===== config.mk =====
export PLATFORM = sky130hd
export DESIGN_NAME = sat_counter_table_ctrl
export DESIGN_NICKNAME = d
export VERILOG_FILES = /design/src/rtl/sat_counter_table_ctrl.sv
export SDC_FILE = /design/constraint.sdc
export NUM_CORES = 1
export LEC_CHECK = 0
export ABC_AREA = 1
export CAP_MARGIN = 0
export CELL_PAD_IN_SITES_DETAIL_PLACEMENT = 1
export CELL_PAD_IN_SITES_GLOBAL_PLACEMENT = 1
export CORE_ASPECT_RATIO = 0.9
export CORE_UTILIZATION = 42
export DETAILED_ROUTE_END_ITERATION = 7
export GPL_TIMING_DRIVEN = 0
export PLACE_DENSITY_LB_ADDON = 0.12
export SLEW_MARGIN = 20
export SYNTH_ARGS = -nofsm -noshare
export SYNTH_HDL_FRONTEND = slang
export SYNTH_SLANG_ARGS = --single-unit

===== constraint.sdc =====
create_clock -name clk -period 2 [get_ports clk]
set_input_delay 0.2 -clock clk [delete_from_list [all_inputs] [get_ports clk]]
set_output_delay 0.2 -clock clk [all_outputs]
set_load 0.02 [all_outputs]

===== src/rtl/sat_counter_table_ctrl.sv =====
// ---------------------------------------------------------------------------
// sat_counter_table_ctrl
//
// Controller for a flip-flop table of 2-bit saturating counters.
//
// What it does:
//   - After reset, sweeps INIT_STATE into every entry.
//   - Arbitrates two update requesters onto the single write port, using
//     round-robin priority.
//   - Serves one registered lookup per cycle, with write-first bypass.
//
// Ports:
//   clk, rst_n                    clock (rising edge) and async active-low reset
//   init_done                     high once the init sweep has finished
//   lk_valid / lk_ready / lk_idx  lookup request handshake and index
//   lk_resp_valid                 lookup result valid, one cycle after acceptance
//   lk_state / lk_decision        looked-up counter state and its MSB
//   updN_valid / updN_ready       requester N update handshake (N = 0, 1)
//   updN_idx / updN_outcome       requester N entry index and outcome
// ---------------------------------------------------------------------------
module sat_counter_table_ctrl #(
   parameter int unsigned IDX_W      = 4,
   parameter logic [1:0]  INIT_STATE = 2'b11
) (
   input  logic             clk,
   input  logic             rst_n,
   output logic             init_done,
   input  logic             lk_valid,
   output logic             lk_ready,
   input  logic [IDX_W-1:0] lk_idx,
   output logic             lk_resp_valid,
   output logic [1:0]       lk_state,
   output logic             lk_decision,
   input  logic             upd0_valid,
   output logic             upd0_ready,
   input  logic [IDX_W-1:0] upd0_idx,
   input  logic             upd0_outcome,
   input  logic             upd1_valid,
   output logic             upd1_ready,
   input  logic [IDX_W-1:0] upd1_idx,
   input  logic             upd1_outcome
);

   localparam int unsigned   DEPTH    = 1 << IDX_W;
   localparam logic [IDX_W-1:0] LAST_IDX = IDX_W'(DEPTH - 1);

   typedef enum logic [0:0] {
      ST_INIT = 1'b0,
      ST_RUN  = 1'b1
   } state_t;

   state_t           r_state;
   logic [IDX_W-1:0] r_ptr;
   logic             r_init_done;
   logic             r_prio;          // 0: requester 0 wins a tie, 1: requester 1
   logic [1:0]       r_table [DEPTH];
   logic             r_lk_resp_valid;
   logic [1:0]       r_lk_state;

   logic             w_run;
   logic             w_upd0_go;
   logic             w_upd1_go;
   logic             w_wr_en;
   logic [IDX_W-1:0] w_wr_idx;
   logic [1:0]       w_wr_data;
   logic             w_lk_accept;
   logic [1:0]       w_rd_data;

   // One saturating step toward 11 (outcome 1) or toward 00 (outcome 0).
   function automatic logic [1:0] sat_next(input logic [1:0] cur, input logic outcome);
      logic [1:0] nxt;
      if (outcome) begin
         if (cur == 2'b11) nxt = 2'b11;
         else              nxt = cur + 2'b01;
      end else begin
         if (cur == 2'b00) nxt = 2'b00;
         else              nxt = cur - 2'b01;
      end
      return nxt;
   endfunction

   // Arbitration, write-port selection and lookup read with write-first bypass.
   always_comb begin
      w_run     = (r_state == ST_RUN);
      w_upd0_go = w_run && upd0_valid && (!upd1_valid || !r_prio);
      w_upd1_go = w_run && upd1_valid && (!upd0_valid ||  r_prio);
      w_wr_en   = 1'b0;
      w_wr_idx  = '0;
      w_wr_data = 2'b00;
      if (!w_run) begin
         w_wr_en   = 1'b1;
         w_wr_idx  = r_ptr;
         w_wr_data = INIT_STATE;
      end else if (w_upd0_go) begin
         w_wr_en   = 1'b1;
         w_wr_idx  = upd0_idx;
         w_wr_data = sat_next(r_table[upd0_idx], upd0_outcome);
      end else if (w_upd1_go) begin
         w_wr_en   = 1'b1;
         w_wr_idx  = upd1_idx;
         w_wr_data = sat_next(r_table[upd1_idx], upd1_outcome);
      end else begin
         w_wr_en   = 1'b0;
      end
      w_lk_accept = lk_valid && r_init_done;
      // A write committing to the looked-up entry on the same edge is returned.
      if (w_wr_en && (w_wr_idx == lk_idx)) w_rd_data = w_wr_data;
      else                                 w_rd_data = r_table[lk_idx];
   end

   // Control FSM: init sweep, then run with round-robin priority.
   always_ff @(posedge clk or negedge rst_n) begin
      if (!rst_n) begin
         r_state     <= ST_INIT;
         r_ptr       <= '0;
         r_init_done <= 1'b0;
         r_prio      <= 1'b0;
      end else begin
         case (r_state)
            ST_INIT: begin
               r_ptr <= r_ptr + IDX_W'(1);
               if (r_ptr == LAST_IDX) begin
                  r_state     <= ST_RUN;
                  r_init_done <= 1'b1;
               end
            end
            ST_RUN: begin
               // Service hands priority to the other requester.
               if (w_upd0_go)      r_prio <= 1'b1;
               else if (w_upd1_go) r_prio <= 1'b0;
            end
            default: begin
               r_state     <= ST_INIT;
               r_ptr       <= '0;
               r_init_done <= 1'b0;
               r_prio      <= 1'b0;
            end
         endcase
      end
   end

   // Counter table storage; contents are undefined until the sweep fills them.
   always_ff @(posedge clk) begin
      if (w_wr_en) r_table[w_wr_idx] <= w_wr_data;
   end

   // Registered lookup response; state holds when no lookup is accepted.
   always_ff @(posedge clk or negedge rst_n) begin
      if (!rst_n) begin
         r_lk_resp_valid <= 1'b0;
         r_lk_state      <= 2'b00;
      end else begin
         r_lk_resp_valid <= w_lk_accept;
         if (w_lk_accept) r_lk_state <= w_rd_data;
      end
   end

   assign init_done     = r_init_done;
   assign lk_ready      = r_init_done;
   assign upd0_ready    = w_upd0_go;
   assign upd1_ready    = w_upd1_go;
   assign lk_resp_valid = r_lk_resp_valid;
   assign lk_state      = r_lk_state;
   assign lk_decision   = r_lk_state[1];

endmodule


# Word level (Yosys, flattened, before mapping)
# Memory sizes are Yosys's and may differ from the RTL's. A register that Yosys moved wholly into a read port is not among the register bits.
# Index checks and enable logic that the tools add are counted.
[classes] bitwise=1 n_mux=21 n_reduce_logical=16 add_sub_neg=5 n_eq_ne=3
[op_table] op="$mux W2" count=9
[op_table] op="$mux W4" count=3
[op_table] op="$mux W1" count=9
[op_table] op="$logic_and A1 B1 Y1" count=5
[op_table] op="$add A2 B1 Y2 const B" count=2
[op_table] op="$add A4 B1 Y4 const B" count=1
[op_table] op="$eq A2 B2 Y1 const B" count=2
[op_table] op="$eq A4 B4 Y1 const B" count=1
[op_table] op="$logic_not A1 Y1" count=4
[op_table] op="$logic_not A2 Y1" count=2
[op_table] op="$reduce_and A2 Y1" count=2
[op_table] op="$sub A2 B1 Y2 const B" count=2
[op_table] op="$logic_or A1 B1 Y1" count=2
[op_table] op="$reduce_bool A2 Y1" count=1
[op_table] op="$not A1 Y1" count=1
[word_totals] ff_bits=8 mem_bits_rw=32 word_cells=52 output_inout_bits=8 inputBits=19 n_memories=1
[memory_table] name="r_table" words=16 width=2 read_ports=3 rd_ports_with_merged_regs=1 write_ports=1 line_no="56" rtl="logic [1:0] r_table [DEPTH];"

# Depth between registers and ports, before layout
[logic_depth] depth_word=8 depth_mapped=14 mapped_depth_nobuf=14

# Least setup slack after synthesis
# OpenSTA, ideal clock, no wires.
[synth_path] kind="reg2reg" start="memory r_table[0][0]" end="memory r_table[0][1], data pin" path_stages_with_launch=10 synth_period_minus_slack_ns=1.716 setup_slack_ns=0.284 t_required_ns=1.648 arrival_ns=1.364 path_buffers=0 cell_sequence="edfxtp_1 or2_2 nand3_1 nand3_1 nand3_1 nand2_1 nand2_1 nand2_1 nand2_1 nand3_1"
[synth_lines] item="start, declared" line_no="56"

==> metrics <==
startpoint types=flop; H-tree levels=2; fin crit share=between 90% and 100%; All-Layer GR Usage=about 27%; Design Area, Final=between 3000 and 4000 um2; Max clock buf depth=2; Clock Skew=between 6 and 7 ps; RSZ-0062 raised after global routing=yes; sequential share of the synthesized area=between 40% and 50%; Tightest Pin Transition=518 ps; clock-pin slew on the worst setup and hold paths=around 80 ps; WL/cell=approximately 18 um; # diodes=0; PD cells=approximately 630 nW/um2; Sink Count=42; CP peak stage delay=around 420 ps; Std-Cell Rows=27; Fin Setup TNS=0 ps; first-pass GRT wire length=between 10 and 15 mm; Worst EP arrival=between 1500 and 2000 ps; Post-DRT Antenna Nets=0; library cells used by synthesis=29; die area=6920 um2; initial antenna violation count=0; Crit-path slowest cell=edfxtp_1; CTS tree=done; setup repair bufs after CTS=0; Mapped Cells=370; DRT Wirelength=between 9 and 10 mm; Starting Density=around 44%; Ports=27; clk_lat worst skew=about 290 ps; crit-path max FO=8; largest net degree at the start of global routing=17; CTS root buffer=clkbuf_8; Fmax=just over 0.5 GHz; post-DP HPWL=roughly 7 mm; CTS buffer count=5; dpl cell area=about 3100 um2; cells on worst reg2reg path=9; CP Cell Sequence=or2_2, nand3_1, nand3_1, nand3_1, nand2_1, nand2_1, nand2_1, nand2_2, nand3_4; final hold violations=0; Detailed Route Iter0 Violations=approximately 170; DRT Pass-1 Iters=5; Syn Nets=between 300 and 400; Crit Path Category=reg -> reg; post-route minimum period=roughly 1900 ps; Vias/cell=5.65; total congestion overflow=0; FF-to-FF End=r_table[2][1]; chip width=87.6 um; final setup fails=0; RR Startpoint=r_table[0][0]; Max-cap violations=0; area grow syn2layout=18.3%; commonest non-fill, non-tap cell in the layout=nand2_1; setup slack, reg-to-reg=around 75 ps; CORE AREA=6250 um2; CP required=roughly 2000 ps; via count=between 2000 and 3000; run status=completed; Nets=approximately 420; gpl congestion=a little under 0.9; Max IR drop VDD=between 0.0006 and 0.0007 V; Hold WS=roughly 230 ps; Leak=between 1 and 1.5 nW; crit end category=flop; I/O Buffers=23; Post-Syn Area=around 2800 um2; most frequent cells in the layout=nand2_1 (85), nand3_1 (51), inv_1 (48); Ys Warns=0; synthesized area per cell=around 7.5 um2; vias in the first global route=approximately 2700; relative slew slack=around 65%; hold-fix buffers at CTS=0; Max Slew Vio Count=0; Hold Path Class=in -> async; layout cells sized above 1=12.7%; Seq cells post-synth=42; Residual DRC=0; chip height=between 70 and 80 um
## cell families (layout without fill, tap and decap cells)
kind of cell,after synthesis,in the layout,share of synthesized area [%]
compound gates,74,74,15.5
xor+xnor,3,3,0.949
fa+ha+maj,1,1,0.452
buf+inv,67,97,9.81
flops,42,42,43.7
simple gates,183,185,29.6
## layout make-up
class,count,area [um2]
Buffer,14,75.1
Clock buffer,6,72.6
Clock inverter,2,15.0
Fill cell,787,2970
Inverter,52,195
Multi-Input combinational cell,263,1370
Sequential cell,42,1210
Tap cell,87,109
Timing Repair Buffer,23,229
## through the flow
step	setup slack (ps)	std cells	utilization, %	total power, W
after floorplan	284	370	-	0.00132
after global placement	-725	480	49.7	0.00148
after detailed placement	-762	480	49.7	0.00150
after global routing	-15.9	489	52.4	0.00215
after CTS	59.6	488	51.5	0.00204
final	74.9	489	52.4	0.00206
## worst max-delay path: cells and delay by family (launching register included)
family	cells	cell delay [ps]
flip-flops	1	420
AND/OR/NAND/NOR	9	1210
## where the power goes
group	switching (W)	total (W)	internal [W]
logic	0.000331	0.000498	0.000168
registers	0.0000225	0.00102	0.000997
clock network	0.000299	0.000545	0.000246
total	0.000652	0.00206	0.00141
## flip-flops by register name (all words and copies together), names as in the netlist
signal and flops:
r_ptr 4, lk_state 2, lk_resp_valid 1, r_state 1, r_table 32, init_done 1, r_prio 1
## Yosys cell counts
library cell  number  area [um2]
a21oi_1           21         105
a21oi_2            3        26.3
buf_2              7        35.0
buf_4              3        22.5
clkbuf_1           5        18.8
clkinv_1           1        3.75
dfrtp_1           10         250
edfxtp_1          32         961
ha_1               1        12.5
inv_1             48         180
inv_2              3        11.3
nand2_1           89         334
nand2_2            6        37.5
nand3_1           53         265
nand3_2            3        30.0
nand3b_1           1        7.51
nand4_1            4        25.0
nor2_1            21        78.8
nor2_4             1        11.3
nor3_1             1        5.00
o211ai_1          12        90.1
o211ai_2           1        12.5
o21a_1             2        15.0
o21ai_0           33         165
o21bai_1           1        7.51
o22ai_1            1        6.26
or2_2              4        25.0
xnor2_1            2        17.5
xor2_1             1        8.76
## per-layer routing
| layer | vias to the layer above | part of all wire, % | GRT usage (%) |
|---|---|---|---|
| li1 | 1308 | - | - |
| met1 | 1342 | 46 | 39.7 |
| met2 | 101 | 46 | 41.4 |
| met3 | 12 | 6.1 | 3.33 |
| met4 | 0 | 1.7 | 9.02 |
| met5 | - | 0 | 0 |
## worst max-delay path by stage
| stage | slack [ps] | depth (start not counted) | to | from |
|---|---|---|---|---|
| after floorplan | 280 | 9 | r_table[0][1] | r_table[0][0] |
| after global placement | -730 | 9 | r_table[6][0] | upd1_idx[1] |
| after detailed placement | -760 | 9 | r_table[5][0] | upd1_idx[1] |
| after CTS | 60 | 3 | upd0_ready | r_state |
| after global routing | -20 | 9 | r_table[2][0] | r_table[12][1] |
| final | 70 | 9 | r_table[2][1] | r_table[0][0] |
## what timing repair did
| item | CTS | global route |
|---|---|---|
| pin swaps | 0 | 1 |
| gates resized for setup | 6 | 14 |
| endpoints found under the setup margin | 33 | 58 |
| cloned | 0 | 2 |
(Power assumes the default switching activity.)
==> edit (same flow settings) <==
`IDX_W`: 4 -> 5.
--- a/src/rtl/sat_counter_table_ctrl.sv
+++ b/src/rtl/sat_counter_table_ctrl.sv
@@ -21,3 +21,3 @@
 module sat_counter_table_ctrl #(
-   parameter int unsigned IDX_W      = 4,
+   parameter int unsigned IDX_W      = 5,
    parameter logic [1:0]  INIT_STATE = 2'b11
Interface: changed (resized lk_idx, upd0_idx and upd1_idx); port bits go from 27 to 30. No check against the original RTL was run, so the function may have changed too.
==> edit against the original RTL <==
The flow now finishes with violations (design-rule violations, negative setup slack); core utilization rose by 4.8 points; synthesized area is 73% higher; count of clock-buffer cells in the layout up 3; setup slack lost 0.21 ns; die area rose by 71%; total power increased by 140%; design area rose by 91%; sequential share of layout area fell by 1.9 points; routed wire length is 140% higher; sequential cell count increased by 33; synthesized cell count up 73%; largest cell class unchanged; largest power group is now the clock network.
==> edit: results <==
metrics = {
    "cells_and_area": {
        "final_core_util": 0.573,
        "final_nets": 713,
        "fill_cells": 1328,
        "inverters": 43,
        "multi_input_area_share": 0.452,
        "nClkBuffers": 9,
        "ff_latch_area_mm2": 0.00220,
        "signal_buffers": 69,
        "buffer_area_frac": 0.0824,
        "nMultiInputCombCells": 491,
        "drive_above_1_share": 0.233,
    },
    "critical_path": {
        "r2r_start": "r_prio",
        "crit_path_max_fanout": 5,
        "cp_slowest_cell": "dfrtp_1",
        "max_stage_delay_ns": 0.44,
        "endpoint": "r_table[31][1]",
        "crit_family": "compound AO/OA/AOI/OAI gates",
        "rr_worst_depth": 7,
    },
    "route": {
        "routedWlPerCell_um": 25.1,
        "num_vias": 5226,
        "initialDrtViolationCount": 855,
        "drtPass1Iterations": 8,
        "drc_errors": 2,
        "vias_per_cell": 6.18,
    },
    "power_and_ir_drop": {
        "p_leak_nw": 2.58,
        "max-vdd-ir-drop_mv": 0.733,
    },
    "synthesis": {
        "synthArstFlopShare": 0.147,
        "synthCells": 639,
        "synth_xor_area_frac": 0.00732,
        "synthFlopType": "edfxtp_1",
        "synth_common_cells": "nand2_1, nand3_1, edfxtp_1",
        "ys_seq_area_frac": 0.459,
        "synth-seq-cells": 75,
        "ys_top_cells_by_area": "edfxtp_1, nand2_1, nand3_1",
        "synth_fp_nets": 663,
        "synth_adder_area_share": 0.00523,
        "synth_compound_area_frac": 0.117,
        "synth-edff-count": 64,
        "synth_mux_area_frac": 0,
        "ys_types": 35,
    },
    "placement": {
        "gp_congestion": 0.990,
        "placed_area_mm2": 0.00522,
        "dpl_worst_slack_ns": -1.12,
        "dp.cells": 814,
    },
    "outcome": {
        "status": "finished, violations left",
        "violations": "design-rule violations, negative setup slack",
    },
    "timing": {
        "final.setup.tns_ns": -5.14,
        "finalSetupViolCount": 67,
        "hold-worst-slack_ns": 0.237,
        "fin_ws_ns": -0.139,
        "tightest_slew_ns": 0.608,
        "fin_skew_ns": 0.00835,
    },
    "clock_network": {
        "clk_latency_ns": 0.34,
        "clk_pin_slew_ns": 0.06,
        "h-tree-depth": 3,
        "clockRootBuffer": "clkbuf_16",
    },
    "global_route": {
        "grt_pass1_vias": 5112,
        "track_usage": 0.369,
    },
    "floorplan": {
        "coreArea_mm2": 0.0109,
    },
}
==> edit: layer usage <==
| layer | share of wire | routed length, µm | GRT usage | vias to the layer above |
|---|---|---|---|---|
| li1 | - | - | - | 2281 |
| met1 | 0.42 | 8880 | 0.521 | 2548 |
| met2 | 0.45 | 9540 | 0.572 | 332 |
| met3 | 0.10 | 2210 | 0.0793 | 65 |
| met4 | 0.031 | 657 | 0.110 | 0 |
| met5 | 0 | 0 | 0 | - |
==> edit: what timing repair did <==
item / 4_1_cts / 5_1_grt
buffers inserted: 3 / 7
pin swaps: 8 / 25
gates cloned: 6 / 0
resized for setup: 90 / 59
setup endpoints to repair: 129 / 131
hold buffers: 0 / 0
==> edit: report_power, final <==
part | internal, mW | leakage, nW | switching (mW)
clock network | 1.34 | 0.180 | 0.655
registers | 1.79 | 0.719 | 0.0475
logic | 0.317 | 1.68 | 0.719
